`src/rtl/mult_sequencer.sv`:
```
// Sequencer for a multi-cycle unsigned multiplier core: it latches the operands, strobes the core,
// waits RUN_CYCLES clocks, then captures a sign-corrected 64-bit product into HI/LO.
//   state   | meaning
//   IDLE    | waiting for start; operands latched on acceptance
//   LOAD    | core load strobe (mul_rst_n low), cycle counter cleared
//   RUN     | core computing, counter runs to RUN_CYCLES-1
//   CAPTURE | product (negated if result is negative) written to HI/LO
//   DONE    | one-cycle completion pulse
module mult_sequencer #(
  parameter int RUN_CYCLES = 32
) (
  input  logic        clk,
  input  logic        rst,
  input  logic        start,
  input  logic        signed_op,
  input  logic [31:0] operand_a,
  input  logic [31:0] operand_b,
  output logic [31:0] mul_mcand,
  output logic [31:0] mul_mplier,
  output logic        mul_rst_n,
  input  logic [63:0] mul_product,
  output logic        busy,
  output logic        done,
  output logic [31:0] hi,
  output logic [31:0] lo
);

  typedef enum logic [2:0] {IDLE, LOAD, RUN, CAPTURE, DONE} state_t;

  localparam logic [5:0] LAST_CNT = 6'(RUN_CYCLES - 1);

  state_t      state;
  logic [5:0]  cnt;
  logic        neg_flag;
  logic [31:0] mag_a;
  logic [31:0] mag_b;
  logic [63:0] product_fix;

  // 0x80000000 negates to itself, which is the correct unsigned magnitude.
  always_comb begin
    mag_a = (signed_op && operand_a[31]) ? (~operand_a + 32'd1) : operand_a;
    mag_b = (signed_op && operand_b[31]) ? (~operand_b + 32'd1) : operand_b;
    product_fix = neg_flag ? (~mul_product + 64'd1) : mul_product;
  end

  // Combinational so the core is held in reset for the whole time rst is high.
  assign mul_rst_n = ~rst & (state != LOAD);

  always_ff @(posedge clk or posedge rst) begin
    if (rst) begin
      state      <= IDLE;
      cnt        <= '0;
      neg_flag   <= 1'b0;
      mul_mcand  <= '0;
      mul_mplier <= '0;
      busy       <= 1'b0;
      done       <= 1'b0;
      hi         <= '0;
      lo         <= '0;
    end else begin
      case (state)
        IDLE: begin
          if (start) begin
            mul_mcand  <= mag_a;
            mul_mplier <= mag_b;
            neg_flag   <= signed_op & (operand_a[31] ^ operand_b[31]);
            busy       <= 1'b1;
            state      <= LOAD;
          end
        end
        LOAD: begin
          cnt   <= '0;
          state <= RUN;
        end
        RUN: begin
          cnt <= cnt + 6'd1;
          if (cnt == LAST_CNT) state <= CAPTURE;
        end
        CAPTURE: begin
          {hi, lo} <= product_fix;
          busy     <= 1'b0;
          done     <= 1'b1;
          state    <= DONE;
        end
        DONE: begin
          done  <= 1'b0;
          state <= IDLE;
        end
        default: state <= IDLE;
      endcase
    end
  end

endmodule
```
`config.mk`:
```
export PLATFORM = sky130hd
export DESIGN_NAME = mult_sequencer
export DESIGN_NICKNAME = d
export VERILOG_FILES = /design/src/rtl/mult_sequencer.sv
export SDC_FILE = /design/constraint.sdc
export NUM_CORES = 1
export LEC_CHECK = 0
export ABC_AREA = 1
export BUFFER_PORTS_ARGS = -buffer_cell sky130_fd_sc_hd__buf_4
export CAP_MARGIN = 15
export CORE_MARGIN = 1
export CORE_UTILIZATION = 30
export DETAILED_ROUTE_END_ITERATION = 8
export SYNTH_ARGS = -nofsm -noshare
export SYNTH_HDL_FRONTEND = slang
export SYNTH_SLANG_ARGS = --single-unit
export TNS_END_PERCENT = 30
```
`constraint.sdc`:
```
create_clock -name clk -period 9.9 [get_ports clk]
set_input_delay 2.475 -clock clk [delete_from_list [all_inputs] [get_ports clk]]
set_output_delay 2.475 -clock clk [all_outputs]
set_load 0.005 [all_outputs]
```
# After elaboration in Yosys (flattened, before gate mapping)
# Cells that the tools add are included.
# op_classes
addsub,4
eq_ne,8
n_reduce_logical,9
bitwise_logic,7
mux,10
# op_table
cell,n
adder 32 x 1 -> 32 bit (second input constant),2
adder 64 x 1 -> 64 bit (second input constant),1
2-to-1 mux 32 bit,2
2-to-1 mux 64 bit,1
NOT 32 bit,2
NOT 64 bit,1
one-hot mux 3 bit (4 select lines),1
one-hot mux 6 bit (2 select lines),1
adder 6 x 1 -> 6 bit (second input constant),1
== test 3 x 2 -> 1 bit (second input constant),2
== test 6 x 5 -> 1 bit (second input constant),1
2-to-1 mux 3 bit,2
AND reduction 2 bit,3
nonzero test 2 bit,3
!= test 2 bit (second input constant),2
one-hot mux 1 bit (2 select lines),2
== test 3 x 1 -> 1 bit (second input constant),1
== test 3 bit (second input constant),1
logical NOT 3 bit,1
!= test 3 x 1 -> 1 bit (second input constant),1
AND 1 bit,2
logical AND 1 bit,2
2-to-1 mux 1 bit,1
NOT 1 bit,1
bitwise XOR 1 bit,1
# word_totals
wordCells,47
output_inout_bits,131
in_bits,132
regBits,140

# Depth between registers and ports, before layout
# Gate-level depths: netlist (run 1).
# depth
depth_word,3
ltp_mapped,12
mapped_depth_nobuf,12

# Worst setup path after synthesis (run 1)
# Ideal clock, no wire load.
# synth_path
path_type,input to output
from,in rst
to,out mul_rst_n
arrival_time_ps,5641
required_ps,7425
n_path_buf,0
setup_slack_ps,1784
stages,3
cell_sequence,inv_1 > nand2_1 > inv_1
# synth_between
elab_chain_len,2
# synth_rtl
item,line,text
from (decl),13,"input logic rst,"
NOT 1 bit,47,assign mul_rst_n = ~rst & (state != LOAD);
AND 1 bit,47,
to (decl),20,"output logic mul_rst_n,"
# Every way passes these cells.

# Worst setup path in the final report (run 1)
# Ends and elaborated chain as after synthesis.

==> summary.md, run 1 <==
| Metric | Value |
|---|---|
| CP max-delay cell | `inv_6` |
| CP max stage delay | `0.47 ns` |
| Post-CTS Hold Fix Bufs | `0` |
| Die area | `31900 um2` |
| Clk sinks | `140` |
| Gate power share | `43.9%` |
| WL per Instance | `15.7 um` |
| Total Routing Usage GR | `20.7%` |
| Area of the core | `30700 um2` |
| Initial core utilization | `30.5%` |
| Post-layout min period | `5.86 ns` |
| Synth Area per Inst | `6.59 um2` |
| Post-Syn Instances | `1422` |
| IO buf count | `262` |
| Root Buffer Master | `clkbuf_16` |
| Height of the die | `179 um` |
| Initial antenna violation count | `0` |
| Psw | `1.17 mW` |
| Commonest cells in the netlist | `521 x nand2_1, 170 x nand3_1, 166 x nor2_1` |
| Count leader, synth | `nand2_1` |
| Share of cells above drive strength 1 | `20.4%` |
| Critical path launch point type | `input pin` |
| Pwr dens | `249 nW/um2` |
| FMAX | `0.171 GHz` |
| Worst slew pin tran | `0.932 ns` |
| Routability cong. | `0.909` |
| Top FF cell, synth | `dfrtp_1` |
| Die Wd | `179 um` |
| Cell variety after synth | `43` |
| Final setup viols | `0` |
| Worst-path clk slew | `0.06 ns` |
| Hold Crit Class | `register to register` |
| NumNets Final | `1802` |
| Max-slew violations | `0` |
| Ant. Diodes | `0` |
| Final Hold Fails | `0` |
| Post-CTS sizing | `0` |
| Post-CTS Setup Inserts | `0` |
| Routed Antenna Nets | `0` |
| Top-area cell type share of the netlist area | `37.4%` |
| Internal power | `1.89 mW` |
| Routed vias | `9887` |
| Initial DRC count | `648` |
| Htree depth | `4` |
| FP Rows | `64` |
| Number of buffers created by CTS | `17` |
| Post-DP HPWL | `25.3 mm` |
| Synth top area cells | `dfrtp_1 37%, nand2_1 21%, nand3_1 9.1%` |
| RSZ-0062 raised after global routing | `false` |
| Vias in the first global route | `9414` |
| Number of flops mapped to enable cells by yosys | `0` |
| Crit Path Class | `input pin to output port` |
| Layout area overhead | `31.2%` |
| Part of the cycle the worst path needs | `59.2%` |
| Maximum capacitance violations | `0` |
| Cell Chain, Critical Path | `buf_4, inv_6, nand2_1, inv_1, buf_4` |
| Arrival @ worst endpoint | `3.38 ns` |
| Flop pwr share | `33.6%` |
| Final wirelength | `32.5 mm` |
| Synthesized Nets | `1558` |
| Pin count of the biggest net entering global routing | `97` |
| Max_slew headroom | `37.8%` |
| Leakage | `6.27 nW` |
| DRC | `0` |
| Clk Latency, worst-skew pair | `0.43 ns` |
| Maximum fanout along the worst path | `77` |
| Clk pwr share | `22.5%` |
| Yosys warnings | `0` |
| CTS tree | `built` |
| Routed vias/inst | `4.77` |
| Sw Ratio | `38.2%` |
| Clk_skew | `0.0129 ns` |
| Global-route wire length before repair | `50.5 mm` |
| Post-synth top area cell | `dfrtp_1` |
| Placed cells | `2043` |
| CP endpoint kind | `output port` |
| CTS max path bufs | `2` |
| Final Instance Count excl. Fillers | `2074` |
| Sequential share of the synthesized area | `37.4%` |
| Asr flop ratio synth | `100%` |
| Detailed-router iteration count before antenna repair | `5` |
| Gr ovfl total | `0` |
| VDD IR max | `0.105 mV` |
| Most used cell, CP | `buf_4` |
| I/O pin total | `263` |
| #FFs+latches synth | `140` |
| WP data required | `7.43 ns` |
| Outcome | `complete, no violations` |
| Setup TNS | `0 ns` |
| Synth Cell Area | `9370 um2` |
final cells by class:
class | instances | area (um2)
clock buffers | 21 | 480
inverters | 132 | 500
well taps | 396 | 495
clock inverters | 10 | 138
fillers | 3298 | 18400
flip-flops and latches | 140 | 3500
repair buffers | 267 | 2000
multi-input cells | 1108 | 5170
worst paths after layout:
check,from,to,slack [ns],cells past startpoint
setup / recovery,rst,mul_rst_n,4.04,5
hold reg to reg,mul_mplier[4],mul_mplier[4],0.48,2
setup reg to reg,state[2],neg_flag,7.47,6
hold / removal,mul_mplier[4],mul_mplier[4],0.48,2
max in group asynchronous,rst,mul_mplier[5],6.38,3
min in group asynchronous,rst,done,2.15,2
kinds of logic after synthesis:
group,count (synthesis),synth area share [%]
simple gates,931,42.2
buf+inv,174,7.55
flops,140,37.4
compound gates,128,8.07
fa+ha+maj,4,0.534
xor+xnor,45,4.21
critical path: cells and delay by family:
family / cells / cell delay (ns)
buf+inv: 4 / 0.77
simple gates: 1 / 0.13
through the flow:
step	util [%]	hold WS (ns)	setup slack [ns]	instance area [um2]	power, mW
floorplan	-	0.465	1.78	9370	1.71
global placement	38.1	0.462	3.99	11700	2.39
detailed placement	38.1	0.466	3.96	11700	2.41
CTS	40.1	0.484	3.95	12300	3.12
global route	40.1	0.505	3.86	12300	3.33
finish	40.1	0.481	4.04	12300	3.07
layout by cell type (no fill, tap or decap), drive strengths merged:
| cell type | Yosys | final |
|---|---|---|
| or2 | 11 | 11 |
| nand3b | 16 | 16 |
| ha | 4 | 4 |
| a31oi | 1 | 1 |
| clkbuf | 13 | 21 |
| buf | 29 | 267 |
| a22o | 1 | 1 |
| inv | 132 | 133 |
| nor2 | 181 | 181 |
| o211ai | 3 | 3 |
| a21o | 1 | 1 |
| dfrtp | 140 | 140 |
| a21oi | 5 | 5 |
| clkinv | 0 | 4 |
| xor2 | 42 | 42 |
| a32o | 1 | 1 |
| nor3 | 6 | 6 |
| clkinvlp | 0 | 2 |
| a22oi | 1 | 1 |
| xnor2 | 3 | 3 |
| nand2 | 531 | 531 |
| a2bb2oi | 2 | 2 |
| o211a | 1 | 1 |
| and2 | 1 | 1 |
| bufinv | 0 | 3 |
| o21bai | 2 | 2 |
| nor4 | 1 | 1 |
| o21ai | 110 | 110 |
| nand4 | 12 | 12 |
| nand3 | 172 | 172 |
power groups by stage:
stage | combinational, mW | sequential, mW | clock, mW
detailed placement | 1.37 | 1.03 | 0
floorplan | 0.694 | 1.02 | 0
CTS | 1.37 | 1.04 | 0.706
finish | 1.35 | 1.03 | 0.691
global placement | 1.35 | 1.04 | 0
global route | 1.53 | 1.07 | 0.735
routing by layer:
metal | wire length, um | share of wire [%] | vias up | track usage, %
li1 | - | - | 5014 | -
met1 | 14700 | 45 | 4529 | 27.0
met2 | 15000 | 46 | 313 | 33.7
met3 | 2240 | 6.9 | 31 | 4.88
met4 | 606 | 1.9 | 0 | 6.32
met5 | 0 | 0 | - | 0
sequential cells by signal (all words and copies together) (netlist names):
name and count:
hi 32, lo 32, mul_mcand 32, mul_mplier 32
cnt 6, state 3, busy 1, done 1
neg_flag 1
Note: power is estimated with default switching activity, not from simulation.
==> inputs of run 2 (changes only) <==
--- a/config.mk
+++ b/config.mk
@@ -5,7 +5,7 @@
 export SDC_FILE = /design/constraint.sdc
 export NUM_CORES = 1
 export LEC_CHECK = 0
-export ABC_AREA = 1
+export ABC_AREA = 0
 export BUFFER_PORTS_ARGS = -buffer_cell sky130_fd_sc_hd__buf_4
 export CAP_MARGIN = 15
 export CORE_MARGIN = 1
==> constraint.sdc (replaced) <==
create_clock -name clk -period 5.74 [get_ports clk]
set_input_delay 1.435 -clock clk [delete_from_list [all_inputs] [get_ports clk]]
set_output_delay 1.435 -clock clk [all_outputs]
set_load 0.005 [all_outputs]
==> run 2 against run 1 <==
Setup slack lost 1.9 ns. Via count down 24%. Flip-flop and latch count stayed put. Clock-buffer cell count is 4 lower. Critical endpoint is now hi[24]. Final cell count fell by 28%. Global-route usage shrank 2.0 points. Synthesized area shrank 15%.
==> summary.md, run 2 <==
| Metric | Value |
|---|---|
| Outcome | `complete, no violations` |
| Leakage | `4.81 nW` |
| Ant. Diodes | `0` |
| Top FF cell, synth | `dfrtp_1` |
| Initial DRC count | `414` |
| Worst-path clk slew | `0.06 ns` |
| Grt peak-use layer | `met2` |
| Synth top area cells | `dfrtp_1 44%, o21ai_0 10%, xor2_1 9.9%` |
| Total Routing Usage GR | `18.7%` |
| Pwr dens | `453 nW/um2` |
| Htree depth | `4` |
| Gr ovfl total | `0` |
| Post-CTS Hold Fix Bufs | `0` |
| Part of the cycle the worst path needs | `63.0%` |
| CTS tree | `built` |
| Global-route wire length before repair | `39.3 mm` |
| Synth Area per Inst | `8.67 um2` |
| CTS max path bufs | `2` |
| Share of cells above drive strength 1 | `26.9%` |
| Layout area overhead | `36.1%` |
| Grt met1 use | `23.9%` |
| Routed vias | `7539` |
| Synthesized Nets | `1052` |
| Crit Path Class | `input pin to register` |
| Number of buffers created by CTS | `17` |
| Vias in the first global route | `7209` |
| Maximum fanout along the worst path | `10` |
| Pre-CTS WS | `1.73 ns` |
| WP data required | `6.01 ns` |
| Max_slew headroom | `32.9%` |
| Maximum capacitance violations | `0` |
| Placed cells | `1467` |
| Die area | `27100 um2` |
| Post-layout min period | `3.62 ns` |
| Final wirelength | `25.3 mm` |
| Hold Crit Class | `register to register` |
| Sequential share of the synthesized area | `44.1%` |
| IO buf count | `262` |
| FP Rows | `59` |
| Routed vias/inst | `5.04` |
| Count leader, synth | `nand2_1` |
| Clk sinks | `140` |
| Leading cell type in the layout, fill and taps excluded | `buf_4` |
| Worst Setup SP | `mul_product[0]` |
| Reg-to-Reg Start | `state[1]` |
| Post-Syn Instances | `916` |
| Routed Antenna Nets | `0` |
| Clk_skew | `0.00822 ns` |
| Cell variety after synth | `50` |
| Initial antenna violation count | `0` |
| Pin count of the biggest net entering global routing | `82` |
| Post-DP HPWL | `19.3 mm` |
| Clk Latency, worst-skew pair | `0.41 ns` |
| Post-CTS Setup Inserts | `0` |
| DRC | `0` |
| Number of flops mapped to enable cells by yosys | `0` |
| NumNets Final | `1287` |
| CP endpoint kind | `register` |
| GR Layer Usage met3 | `5.63%` |
| FMAX | `0.276 GHz` |
| RSZ-0062 raised after global routing | `false` |
| Detailed-router iteration count before antenna repair | `5` |
| Worst slew pin tran | `1.01 ns` |
| Top-area cell type share of the netlist area | `44.1%` |
| Routability cong. | `0.884` |
| HP Start | `lo[11]` |
| Die Wd | `165 um` |
| Post-CTS sizing | `0` |
| Final Hold Fails | `0` |
| Max-slew violations | `0` |
| Area of the core | `26000 um2` |
| Yosys warnings | `0` |
| Critical path launch point type | `input pin` |
| Asr flop ratio synth | `100%` |
| Post-synth top area cell | `dfrtp_1` |
| Final setup viols | `0` |
| I/O pin total | `263` |
| Final worst slack | `2.12 ns` |
| Root Buffer Master | `clkbuf_16` |
| VDD IR max | `0.195 mV` |
| Final Instance Count excl. Fillers | `1496` |
| Initial core utilization | `30.5%` |
| Most frequent cells in the layout | `266 x buf_4, 170 x nand2_1, 158 x o21ai_0, 139 x dfrtp_1, 90 x xor2_1` |
| Commonest cells in the netlist | `172 x nand2_1, 158 x o21ai_0, 140 x dfrtp_1` |
| Synth Cell Area | `7940 um2` |
| Height of the die | `165 um` |
| WL per Instance | `16.9 um` |
| Arrival @ worst endpoint | `3.89 ns` |
| Met2 Usage GRT | `30.7%` |
| #FFs+latches synth | `140` |
| Setup TNS | `0 ns` |
==> run 2: changes by cell type after synthesis, sizes merged, moves of 15 or more <==
cell    delta
nor2     -130
xor2      +48
nor4      +16
nand2    -359
a21oi     +15
inv      -121
clkbuf    +34
or3       +15
o31ai     +34
nand3    -161
or4       +21
xnor2     +28
buf       -26
o21ai     +57
==> run 2: layout make-up <==
cell class	instances	area [um2]
timing repair buffer	266	2000
multi-input combinational	714	4210
inverter	12	50.0
fill	2669	15200
tap	335	419
clock inverter	12	199
sequential	140	3500
clock buffer	17	425
==> run 2: worst max-delay path: stages <==
cell and delay (ns):
buf_4 0.12, inv_1 0.07, ha_1 0.18, or4b_1 0.56
and4bb_1 0.58, nand4_4 0.26, o41ai_2 0.42, xor2_1 0.18
o21ai_1 0.07
==> run 2: cells by family after synthesis <==
logic type	synth area share, %
AND/OR/NAND/NOR	21.2
AO/OA/AOI/OAI	17.4
flip-flops	44.1
XOR/XNOR	13.4
buffers and inverters	2.99
adder cells (fa/ha/maj)	0.631
multiplexers	0.252
==> run 2: report_power, final <==
part / leakage, nW / switching, mW / internal, mW / total [mW]
logic: 2.79 / 0.916 / 0.963 / 1.88
registers: 1.72 / 0.356 / 1.46 / 1.81
clock network: 0.304 / 0.442 / 0.764 / 1.21
==> run 2: path summary, 6_finish.rpt <==
check                           slack [ns]  cells past startpoint       end
worst max-delay path                  2.12                      9    hi[24]
worst min-delay path                  0.48                      2    lo[11]
worst max register to register        3.28                      5     lo[0]
worst min register to register        0.48                      2    lo[11]
max in group asynchronous             3.66                      3  neg_flag
min in group asynchronous             1.10                      2    cnt[0]
==> run 2: per-layer routing <==
metal	vias to the layer above	share of wire, %	routed length [um]
met1	3557	44	11100
met3	18	8.9	2250
met2	280	46	11600
met4	0	1.1	289
met5	-	0	0
li1	3684	-	-
==> run 2: through the flow <==
step	utilization, %	cell area [um2]	hold slack, ns	power, mW
2_1_floorplan	-	7940	0.463	2.64
3_3_place_gp	39.2	10200	0.455	3.71
3_5_place_dp	39.2	10200	0.462	3.74
4_1_cts	41.6	10800	0.485	4.99
5_1_grt	41.6	10800	0.498	5.29
6_report	41.6	10800	0.480	4.90
==> inputs of run 3 (changes only) <==
==> constraint.sdc (replaced) <==
create_clock -name clk -period 3.7 [get_ports clk]
set_input_delay 0.925 -clock clk [delete_from_list [all_inputs] [get_ports clk]]
set_output_delay 0.925 -clock clk [all_outputs]
set_load 0.005 [all_outputs]
==> run 3 against run 2 <==
Non-clock buffer count up 13. Critical endpoint is now hi[22]. Clock skew is 0.0076 ns higher. Combinational power rose by 59%. Critical path depth did not move. Final cell count grew 1.1%. Clock-buffer cell count is 3 higher. Critical path type unchanged. Sequential share of layout area is 0.12 points lower.
==> summary.md, run 3 (synthesis results as in run 2) <==
| Metric | Value |
|---|---|
| Outcome | `complete, no violations` |
| Tot Pwr | `7.43 mW` |
| Most frequent cells in the layout | `279 x buf_4, 170 x nand2_1, 158 x o21ai_0, 139 x dfrtp_1, 90 x xor2_1` |
| RSZ-0062 raised after global routing | `false` |
| Die Wd | `165 um` |
| Height of the die | `165 um` |
| Vias in the first global route | `7254` |
| Max-slew violations | `0` |
| Maximum capacitance violations | `0` |
| Final wirelength | `25.5 mm` |
| Worst-path clk slew | `0.07 ns` |
| Maximum fanout along the worst path | `5` |
| Ant. Diodes | `0` |
| CTS tree | `built` |
| Wire length on met1 | `11.0 mm` |
| HP Start | `lo[5]` |
| Part of the cycle the worst path needs | `78.2%` |
| Layout area overhead | `36.6%` |
| Initial antenna violation count | `0` |
| VDD IR max | `0.291 mV` |
| IO buf count | `262` |
| Clk sinks | `140` |
| Root Buffer Master | `clkbuf_16` |
| Max_slew headroom | `51.3%` |
| Routed vias | `7545` |
| Post-CTS Setup Inserts | `0` |
| Final Hold Fails | `0` |
| Total Routing Usage GR | `18.9%` |
| Share of cells above drive strength 1 | `27.8%` |
| CP endpoint kind | `register` |
| CTS max path bufs | `2` |
| FF-to-FF End | `lo[11]` |
| DR WL met2 | `11.5 mm` |
| Post-CTS sizing | `0` |
| Met3 wire len | `2.59 mm` |
| Die area | `27100 um2` |
| Initial core utilization | `30.5%` |
| Number of buffers created by CTS | `17` |
| NumNets Final | `1300` |
| Initial DRC count | `442` |
| I/O pin total | `263` |
| Routed Antenna Nets | `0` |
| Post-CTS Hold Fix Bufs | `0` |
| Post-layout min period | `2.89 ns` |
| Pin count of the biggest net entering global routing | `63` |
| Crit Path Class | `input pin to register` |
| Routability cong. | `0.868` |
| Arrival @ worst endpoint | `3.19 ns` |
| Pwr dens | `685 nW/um2` |
| WP data required | `4.00 ns` |
| DRC | `0` |
| FF-to-FF path depth | `6` |
| Critical path launch point type | `input pin` |
| Htree depth | `4` |
| Final core occ | `41.7%` |
| Global-route wire length before repair | `39.7 mm` |
| Leakage | `4.84 nW` |
| Detailed-router iteration count before antenna repair | `5` |
| FMAX | `0.346 GHz` |
| Clk Latency, worst-skew pair | `0.42 ns` |
| Hold path cells | `2` |
| Leading cell type in the layout, fill and taps excluded | `buf_4` |
| Top sig layer | `met4` |
| WHS Endpoint | `lo[5]` |
| Post-DP HPWL | `19.3 mm` |
| FP Rows | `59` |
| Setup TNS | `0 ns` |
| Worst slew pin tran | `0.730 ns` |
| R2r setup slk | `1.54 ns` |
| Reg-to-Reg Start | `state[1]` |
| Area of the core | `26000 um2` |
| Hold Crit Class | `register to register` |
| Final setup viols | `0` |
| Gr ovfl total | `0` |
| Clk_skew | `0.0158 ns` |
| Routed vias/inst | `4.99` |
| WL per Instance | `16.9 um` |
## run 3: how the worst max path moves through the flow
stage	startpoint	to	slack [ns]	cells past startpoint
6_report	mul_product[0]	hi[22]	0.81	9
5_1_grt	mul_product[0]	hi[6]	0.65	9
4_1_cts	mul_product[0]	hi[22]	0.85	9
3_5_place_dp	mul_product[0]	hi[24]	0.42	9
3_3_place_gp	mul_product[0]	hi[24]	0.49	9
2_1_floorplan	mul_product[0]	hi[24]	0.83	9
## run 3: layout make-up
type                    count  area (um2)
flip-flops and latches    140        3500
repair buffers            279        2090
multi-input cells         714        4210
clock inverters            12         111
clock buffers              20         457
inverters                  12        48.8
well taps                 335         419
fillers                  2662       15100
## run 3: critical path, stage by stage
cell,delay [ns]
buf_4,0.12
inv_1,0.08
ha_1,0.20
or4b_1,0.54
and4bb_1,0.43
nand4_1,0.25
o31ai_1,0.38
xor2_1,0.17
o21ai_0,0.08
## run 3: through the flow
| step | cell area (um2) | std cells | setup WS (ns) | hold WS, ns |
|---|---|---|---|---|
| floorplan | 7940 | 916 | 0.828 | 0.463 |
| detailed placement | 10300 | 1480 | 0.423 | 0.465 |
| global placement | 10300 | 1480 | 0.494 | 0.457 |
| finish | 10800 | 1512 | 0.807 | 0.481 |
| global route | 10800 | 1512 | 0.647 | 0.502 |
| CTS | 10800 | 1512 | 0.847 | 0.487 |
## run 3: metal layers
layer | global-route usage (%) | vias up
met2 | 29.9 | 301
li1 | - | 3719
met4 | 5.67 | 0
met1 | 23.7 | 3499
met5 | 0 | -
met3 | 7.13 | 26
## run 3: where the power goes
| part | switching, mW | total, mW | internal, mW |
|---|---|---|---|
| clock | 0.724 | 1.69 | 0.967 |
| sequential | 0.479 | 2.74 | 2.26 |
| combinational | 1.49 | 2.99 | 1.51 |
